<file path="src/rtl/systolic_job_scheduler.sv">
// systolic_job_scheduler
//   Accepts matrix-multiply job descriptors from two requesters. Requester 0
//   is the host core and requester 1 is the DMA engine. Each requester has its
//   own FIFO. The FIFOs are granted round-robin. A granted job is issued to
//   systolic_array_top through start_mul and the base addresses. Completion is
//   tracked through stall_mul, and a tagged done pulse goes back to the owner.
//
// Ports
//   clk, n_rst                          clock, asynchronous active-low reset
//   req_valid/req_ready [1:0]           descriptor handshake, one bit per requester
//   req_x/w/y_addr [1:0][31:0]          descriptor base addresses
//   req_tag [1:0][TAG_W-1:0]            requester-chosen job ID
//   sched_en                            low: no new grants (in-flight job completes)
//   start_mul, x/w/y_addr               issue to the array; addresses held per job
//   stall_mul                           array busy with a multiply
//   done_valid [1:0], done_tag          1-cycle completion pulse to the owner
//   busy                                a job is granted and not yet done
//   jobs_done [15:0]                    wrapping completed-job counter
//   dbg_state [1:0]                     FSM state (0 IDLE, 1 ISSUE, 2 RUN, 3 DONE)
//
// Handshake: a descriptor transfers on a rising edge where req_valid[i] and
// req_ready[i] are both high. req_ready[i] depends only on registered FIFO
// occupancy, so a pop in the same cycle never raises it. Nothing is bypassed.
module systolic_job_scheduler #(
   parameter int N     = 4,
   parameter int DEPTH = 4,
   parameter int TAG_W = 4
) (
   input  logic                  clk,
   input  logic                  n_rst,
   input  logic [1:0]            req_valid,
   output logic [1:0]            req_ready,
   input  logic [1:0][31:0]      req_x_addr,
   input  logic [1:0][31:0]      req_w_addr,
   input  logic [1:0][31:0]      req_y_addr,
   input  logic [1:0][TAG_W-1:0] req_tag,
   input  logic                  sched_en,
   output logic                  start_mul,
   output logic [31:0]           x_addr,
   output logic [31:0]           w_addr,
   output logic [31:0]           y_addr,
   input  logic                  stall_mul,
   output logic [1:0]            done_valid,
   output logic [TAG_W-1:0]      done_tag,
   output logic                  busy,
   output logic [15:0]           jobs_done,
   output logic [1:0]            dbg_state
);

   localparam int AW = $clog2(DEPTH);
   localparam int PW = AW + 1;

   if (N < 1 || DEPTH < 2 || (DEPTH & (DEPTH - 1)) != 0) begin : g_param_check
      $error("systolic_job_scheduler: N must be >=1, DEPTH a power of two >=2");
   end

   typedef enum logic [1:0] {S_IDLE = 2'd0, S_ISSUE = 2'd1, S_RUN = 2'd2, S_DONE = 2'd3} state_t;

   state_t r_state, w_next;

   // FIFO storage and pointers
   logic [31:0]      r_fx   [2][DEPTH];
   logic [31:0]      r_fw   [2][DEPTH];
   logic [31:0]      r_fy   [2][DEPTH];
   logic [TAG_W-1:0] r_ft   [2][DEPTH];
   logic [PW-1:0]    r_wr   [2];
   logic [PW-1:0]    r_rd   [2];
   logic [1:0]       w_full, w_ne, w_push, w_pop;

   // Job registers
   logic [31:0]      r_x, r_w, r_y;
   logic [TAG_W-1:0] r_tag;
   logic             r_owner;
   logic             r_last;
   logic [15:0]      r_jobs;

   logic             w_grant;
   logic             w_win;

   always_comb begin
      for (int i = 0; i < 2; i++) begin
         // Full when the pointers match in index bits but differ in the wrap bit.
         w_full[i] = (r_wr[i][AW] != r_rd[i][AW]) && (r_wr[i][AW-1:0] == r_rd[i][AW-1:0]);
         w_ne[i]   = (r_wr[i] != r_rd[i]);
         w_push[i] = req_valid[i] && !w_full[i];
         w_pop[i]  = w_grant && (w_win == i[0]);
      end
   end

   assign req_ready = ~w_full;

   // Both pending: take the one not granted last. One pending: take it.
   assign w_win = (w_ne[0] && w_ne[1]) ? ~r_last : w_ne[1];

   always_ff @(posedge clk) begin
      for (int i = 0; i < 2; i++) begin
         if (w_push[i]) begin
            r_fx[i][r_wr[i][AW-1:0]] <= req_x_addr[i];
            r_fw[i][r_wr[i][AW-1:0]] <= req_w_addr[i];
            r_fy[i][r_wr[i][AW-1:0]] <= req_y_addr[i];
            r_ft[i][r_wr[i][AW-1:0]] <= req_tag[i];
         end
      end
   end

   always_ff @(posedge clk or negedge n_rst) begin
      if (!n_rst) begin
         for (int i = 0; i < 2; i++) begin
            r_wr[i] <= '0;
            r_rd[i] <= '0;
         end
      end else begin
         for (int i = 0; i < 2; i++) begin
            if (w_push[i]) r_wr[i] <= r_wr[i] + PW'(1);
            if (w_pop[i])  r_rd[i] <= r_rd[i] + PW'(1);
         end
      end
   end

   always_ff @(posedge clk or negedge n_rst) begin
      if (!n_rst) r_state <= S_IDLE;
      else        r_state <= w_next;
   end

   always_comb begin
      w_next     = r_state;
      w_grant    = 1'b0;
      start_mul  = 1'b0;
      done_valid = 2'b00;
      done_tag   = '0;
      case (r_state)
         S_IDLE: begin
            if (sched_en && !stall_mul && (w_ne != 2'b00)) begin
               w_grant = 1'b1;
               w_next  = S_ISSUE;
            end
         end
         S_ISSUE: begin
            // Held while the array is busy with a controller access and
            // ignoring the request; dropped once the multiply starts.
            start_mul = !stall_mul;
            if (stall_mul) w_next = S_RUN;
         end
         S_RUN: begin
            if (!stall_mul) w_next = S_DONE;
         end
         S_DONE: begin
            done_valid[r_owner] = 1'b1;
            done_tag            = r_tag;
            w_next              = S_IDLE;
         end
         default: w_next = S_IDLE;
      endcase
   end

   always_ff @(posedge clk or negedge n_rst) begin
      if (!n_rst) begin
         r_x     <= '0;
         r_w     <= '0;
         r_y     <= '0;
         r_tag   <= '0;
         r_owner <= 1'b0;
         r_last  <= 1'b1;
         r_jobs  <= '0;
      end else begin
         if (w_grant) begin
            r_x     <= r_fx[w_win][r_rd[w_win][AW-1:0]];
            r_w     <= r_fw[w_win][r_rd[w_win][AW-1:0]];
            r_y     <= r_fy[w_win][r_rd[w_win][AW-1:0]];
            r_tag   <= r_ft[w_win][r_rd[w_win][AW-1:0]];
            r_owner <= w_win;
            r_last  <= w_win;
         end
         if (r_state == S_DONE) r_jobs <= r_jobs + 16'd1;
      end
   end

   assign x_addr    = r_x;
   assign w_addr    = r_w;
   assign y_addr    = r_y;
   assign busy      = (r_state != S_IDLE);
   assign jobs_done = r_jobs;
   assign dbg_state = r_state;

endmodule

</file>
<file path="config.mk">
export PLATFORM = sky130hd
export DESIGN_NAME = systolic_job_scheduler
export DESIGN_NICKNAME = d
export VERILOG_FILES = /design/src/rtl/systolic_job_scheduler.sv
export SDC_FILE = /design/constraint.sdc
export NUM_CORES = 1
export LEC_CHECK = 0
export ABC_AREA = 1
export CORE_MARGIN = 10
export CORE_UTILIZATION = 58
export CTS_CLUSTER_SIZE = 28
export DETAILED_ROUTE_END_ITERATION = 7
export GPL_ROUTABILITY_DRIVEN = 0
export PLACE_DENSITY = 0.84
export SYNTH_ARGS = -nofsm -noshare
export SYNTH_HDL_FRONTEND = slang
export SYNTH_SLANG_ARGS = --single-unit
</file>
<file path="constraint.sdc">
create_clock -name clk -period 6.5 [get_ports clk]
set_input_delay 1.95 -clock clk [delete_from_list [all_inputs] [get_ports clk]]
set_output_delay 1.95 -clock clk [all_outputs]
set_load 0.03 [all_outputs]
</file>
==> results of run 1 <==
worst min-delay path by stage:
| stage | slack (ns) | start | endpoint | cells after the start |
|---|---|---|---|---|
| after CTS | 0.48 | jobs_done[15] | jobs_done[15] | 1 |
| after detailed placement | 0.46 | x_addr[23] | x_addr[23] | 2 |
| after floorplan | 0.45 | r_tag[0] | r_tag[0] | 2 |
| final | 0.48 | x_addr[28] | x_addr[28] | 2 |
| after global routing | 0.49 | jobs_done[15] | jobs_done[15] | 1 |
| after global placement | 0.46 | jobs_done[15] | jobs_done[15] | 1 |
per-layer routing:
metal  up-vias  share of wire, %
li1      12800                 -
met1     13200                37
met2      1391                51
met3       209               9.5
met4        20               2.8
met5         -              0.13
stage by stage:
| step | setup WS, ns | hold slack [ns] | instance area (sq um) | TNS [ns] | util (%) |
|---|---|---|---|---|---|
| 6_report | 1.24 | 0.475 | 45900 | 0 | 69.4 |
| 3_5_place_dp | 1.25 | 0.464 | 42800 | 0 | 64.7 |
| 5_1_grt | 1.23 | 0.485 | 45900 | 0 | 69.4 |
| 3_3_place_gp | 1.27 | 0.461 | 42800 | 0 | 64.7 |
| 2_1_floorplan | -0.368 | 0.449 | 39000 | -220.48 | - |
| 4_1_cts | 1.24 | 0.479 | 45900 | 0 | 69.3 |
cells in the final DEF, fill, tap and decap left out, types with 4 or more instances in the layout:
| master | Yosys | final |
|---|---|---|
| nand2_1 | 2042 | 2040 |
| edfxtp_1 | 800 | 800 |
| nand3_1 | 407 | 407 |
| clkdlybuf4s50_1 | 0 | 328 |
| dfrtp_1 | 131 | 131 |
| clkbuf_16 | 0 | 92 |
| inv_1 | 41 | 39 |
| clkinv_1 | 0 | 20 |
| buf_12 | 0 | 20 |
| diode_2 | 0 | 16 |
| clkbuf_1 | 19 | 16 |
| ha_1 | 15 | 15 |
| buf_4 | 26 | 15 |
| nor2_1 | 20 | 12 |
| xor2_1 | 12 | 12 |
| clkinv_2 | 0 | 12 |
| bufinv_16 | 0 | 12 |
| xnor2_1 | 10 | 10 |
| nor2_4 | 0 | 8 |
| a21oi_1 | 6 | 6 |
| o21ai_0 | 5 | 5 |
| clkinvlp_4 | 0 | 4 |
| clkbuf_8 | 0 | 4 |
worst max-delay path, cell delays in order:
cell and delay, ns:
clkdlybuf4s50_1 0.44, nor2_1 0.19, clkdlybuf4s50_1 0.72
power by group through the flow:
stage | logic (uW) | clock network (uW) | registers (uW)
finish | 12500 | 5370 | 8610
global placement | 12100 | 0 | 8650
CTS | 12500 | 5420 | 8600
detailed placement | 12300 | 0 | 8690
global route | 13900 | 5680 | 8710
floorplan | 8190 | 0 | 9350
layout make-up:
type                    instances  area, sq um
flip-flops and latches        932        27300
fillers                      4516        20300
multi-input cells            2534        10500
repair buffers                364         3810
clock buffers                 112         2420
well taps                     864         1080
clock inverters                57          648
inverters                      42          163
diodes                         16         40.0
sequential cells by signal (all words and copies together) (netlist names):
signal / cells
dbg_state: 2
jobs_done: 16
r_ft: 32
r_fw: 256
r_fx: 256
r_fy: 256
r_last: 1
r_owner: 1
r_rd: 6
r_tag: 4
r_wr: 6
w_addr: 32
x_addr: 32
y_addr: 32
cells by family after synthesis:
| family | Yosys count |
|---|---|
| XOR/XNOR | 23 |
| flip-flops | 932 |
| AO/OA/AOI/OAI | 13 |
| adder cells (fa/ha/maj) | 15 |
| buffers and inverters | 261 |
| AND/OR/NAND/NOR | 2483 |
==> run metrics, run 1 <==
Cell Int Power 14900 uW; Critical R2R Capture w_addr[8]; Critical Path Sink start_mul; simple-gate share of the synthesized area 25.3%; vias in the first global route 27100; hold crit path type flop to flop; final hold vios 0; H-tree Lvls 3; mux contribution to synthesized area 0%; asr flop ratio synth 14.2%; worst setup path category input port to primary output; post-synth top area cell edfxtp_1; Worst Max-Slew Pin Slew 1.35 ns; M3 GR Usage 5.52%; switching power 11600 uW; Worst-path clk slew 0.06 ns; Clock power frac 20.2%; Die Ht 279 microns; Final setup viols 0; sequential group share of total power 32.5%; flop-to-flop setup slack 1.92 ns; post-synthesis xor/xnor area fraction 0.536%; Yosys top cell area share 61.7%; reg2reg path depth 12; Final period util 80.9%; Layout Cells excl Fill 4921; CP startpoint stall_mul; Synth Area per Inst 10.5 sq um; cts repair resizes 0; nets 4186; Post-Syn Area 0.0390 sq mm; most common cell in the synthesized netlist nand2_1; Slew Viols, Final 0; Buffers on Ports 329; Main synth FF type edfxtp_1; RSZ-0062 raised after global routing no; post-CTS setup buffers 0; CTS tree yes; clock insertion delay at the later pin of the skew report 0.64 ns; CTS Root Cell clkbuf_16; syn nets 3948; area grow syn2layout 17.9%; Combinational Power Share 47.3%; main combinational cell family by area after synthesis simple AND/OR/NAND/NOR gates; Worst Path Max Fanout 3; DRC 0; top cells by area, synth edfxtp_1 62%, nand2_1 20%, dfrtp_1 8.4%, nand3_1 5.2%, buf_2 2.2%; Final Critical Period 5.26 ns; Avg WL per Cell 20.9 microns; P_leak 0.0195 uW; layout cell share with drive strength beyond 1 4.73%; die area 0.0779 sq mm; Max Fclk 0.190 GHz; post-DP HPWL 54.0 mm; largest net degree at the start of global routing 234; CP Capture Type primary output; GRT Residual Overflow 0; PwrDens 577 mW/mm^2; Die Width 279 microns; Synth Register Bits 932; drt total wl 103 mm; max-cap violations 0; synth cell count leaders 2042 x nand2_1, 800 x edfxtp_1, 407 x nand3_1, 171 x buf_2, 131 x dfrtp_1; Synth warnings 0; Clock Tree Buf Depth 3; placed cell count 4736; Initial Util 58.8%; FF-to-FF Start r_wr[3]; Worst Path Arrival 3.31 ns; total CTS buffers 91; CTS sink cnt 932; Adder-Cell Fraction of Synth Area 0.482%; total number of vias 27700; Rel. slew slack 10.0%; Hold Buf Count CTS 0; first-pass GRT wire length 157 mm; post-route total power 26500 uW; routed vias/inst 5.62; DRT Pass-1 Iters 6; Mapped Cells 3727; num rows 94; WP data required 4.55 ns; Ports 330; number of synthesized flops with an enable pin 800; 1st-iter DRT viols 3262; met1 Usage GRT 31.7%; Seq/Total Area, Yosys 70.1%; Setup Skew 0.0464 ns; Synth Area in Compound Gates 0.173%; Antenna Nets Post-Route 0; core footprint 0.0662 sq mm; VDD IR max 0.784 mV; met2 usage 44.3%; Distinct cells, synth 29; initial antenna violation count 23; switching share of power 43.9%; GR Util All Layers 25.9%; status finished, final reports clean; crit path launch type input port; busiest grt layer met2
(Power assumes the default switching activity.)
==> run 2: changes to the inputs <==
clock period = 5.2 ns   (was 6.5 ns; I/O delays follow)
==> run 2 against run 1 <==
- wire length shrank 0.26%
- global-route usage shrank 0.15 points
- combinational power is 26% higher
- hold slack about the same
- core utilization rose by 0.40 points
- sequential power rose by 25%
- first-iteration DRC count down 8.4%
- clock-buffer cell count grew 15
- sequential cell count stayed put
- final cell count is 0.28% higher
- die area did not move
- largest power group unchanged
==> run metrics, run 2 (same netlist as run 1, synthesis figures left out) <==
Die Width 279 microns; Die Ht 279 microns; Final Critical Period 4.45 ns; drt total wl 102 mm; Clock Tree Buf Depth 3; die area 0.0779 sq mm; status finished, final reports clean; total CTS buffers 94; flop-to-flop setup slack 1.51 ns; P_leak 0.0196 uW; nets 4198; Buffers on Ports 329; num rows 94; H-tree Lvls 3; Worst-path clk slew 0.06 ns; setup tns final 0 ns; worst setup path category input port to primary output; routed vias/inst 5.60; Max Fclk 0.225 GHz; Worst Path Max Fanout 3; most frequent cells in the layout 2040 x nand2_1, 800 x edfxtp_1, 407 x nand3_1; Final setup viols 0; WP data required 3.64 ns; total number of vias 27600; CP Capture Type primary output; GRT Residual Overflow 0; vias in the first global route 27100; 1st-iter DRT viols 2989; CTS Root Cell clkbuf_16; post-CTS setup buffers 0; DRT Pass-1 Iters 8; core footprint 0.0662 sq mm; Slew Viols, Final 0; crit path launch type input port; Worst Path Arrival 2.89 ns; PwrDens 723 mW/mm^2; Final period util 85.6%; hold crit path type flop to flop; Initial Util 58.8%; most common cell after layout, fill and taps aside nand2_1; VDD IR max 0.974 mV; CTS tree yes; layout cell share with drive strength beyond 1 5.13%; first-pass GRT wire length 155 mm; DRC 0; GR Util All Layers 25.8%; Ports 330; Avg WL per Cell 20.8 microns; CTS sink cnt 932; Setup Skew 0.0417 ns; initial antenna violation count 22; Hold Buf Count CTS 0; post-layout util 69.8%; cts repair resizes 0; final hold vios 0; Rel. slew slack 12.2%; RSZ-0062 raised after global routing no; clock insertion delay at the later pin of the skew report 0.67 ns; Worst Max-Slew Pin Slew 1.32 ns; largest net degree at the start of global routing 246; Antenna Nets Post-Route 0; max-cap violations 0; area grow syn2layout 18.6%; post-DP HPWL 54.9 mm
run 2: area by class of cell:
cell class,count,area (sq um)
flip-flops and latches,932,27300
fillers,4473,20000
multi-input cells,2534,10500
repair buffers,373,3940
clock buffers,127,2620
well taps,864,1080
clock inverters,49,586
inverters,42,163
diodes,14,35.0
run 2: per-stage QoR:
step	total power (uW)	worst slack (ns)	instance area, sq um	hold WS, ns	std cells
4_1_cts	33400	0.744	46200	0.480	4921
2_1_floorplan	21900	-1.28	39000	0.449	3727
3_5_place_dp	26400	0.747	43000	0.464	4745
5_1_grt	35700	0.726	46200	0.495	4935
6_report	33400	0.748	46200	0.475	4935
3_3_place_gp	26000	0.746	43000	0.461	4745
run 2: worst paths after layout:
kind	start	to	cells past startpoint
worst max-delay path	stall_mul	start_mul	3
worst min-delay path	w_addr[26]	w_addr[26]	2
max in group asynchronous	n_rst	w_addr[13]	2
min in group asynchronous	n_rst	y_addr[19]	1
worst max register to register	r_rd[1]	w_addr[1]	12
worst min register to register	w_addr[26]	w_addr[26]	2
run 2: per-layer routing:
metal / track usage [%] / vias up / share of wire (%)
met2: 44.6 / 1389 / 51
li1: - / 12800 / -
met1: 31.8 / 13200 / 37
met3: 4.53 / 208 / 9.0
met4: 10.4 / 16 / 2.7
met5: 0 / - / 0.10
run 2: critical path, cell delays in order:
cell	delay (ns)
clkdlybuf4s50_1	0.44
nor2_1	0.18
clkdlybuf4s50_1	0.71
run 2: power by group:
part	internal (uW)	leakage (uW)	switching, uW
clock	4060	0.00157	2830
sequential	10100	0.00902	657
combinational	4680	0.00902	11100
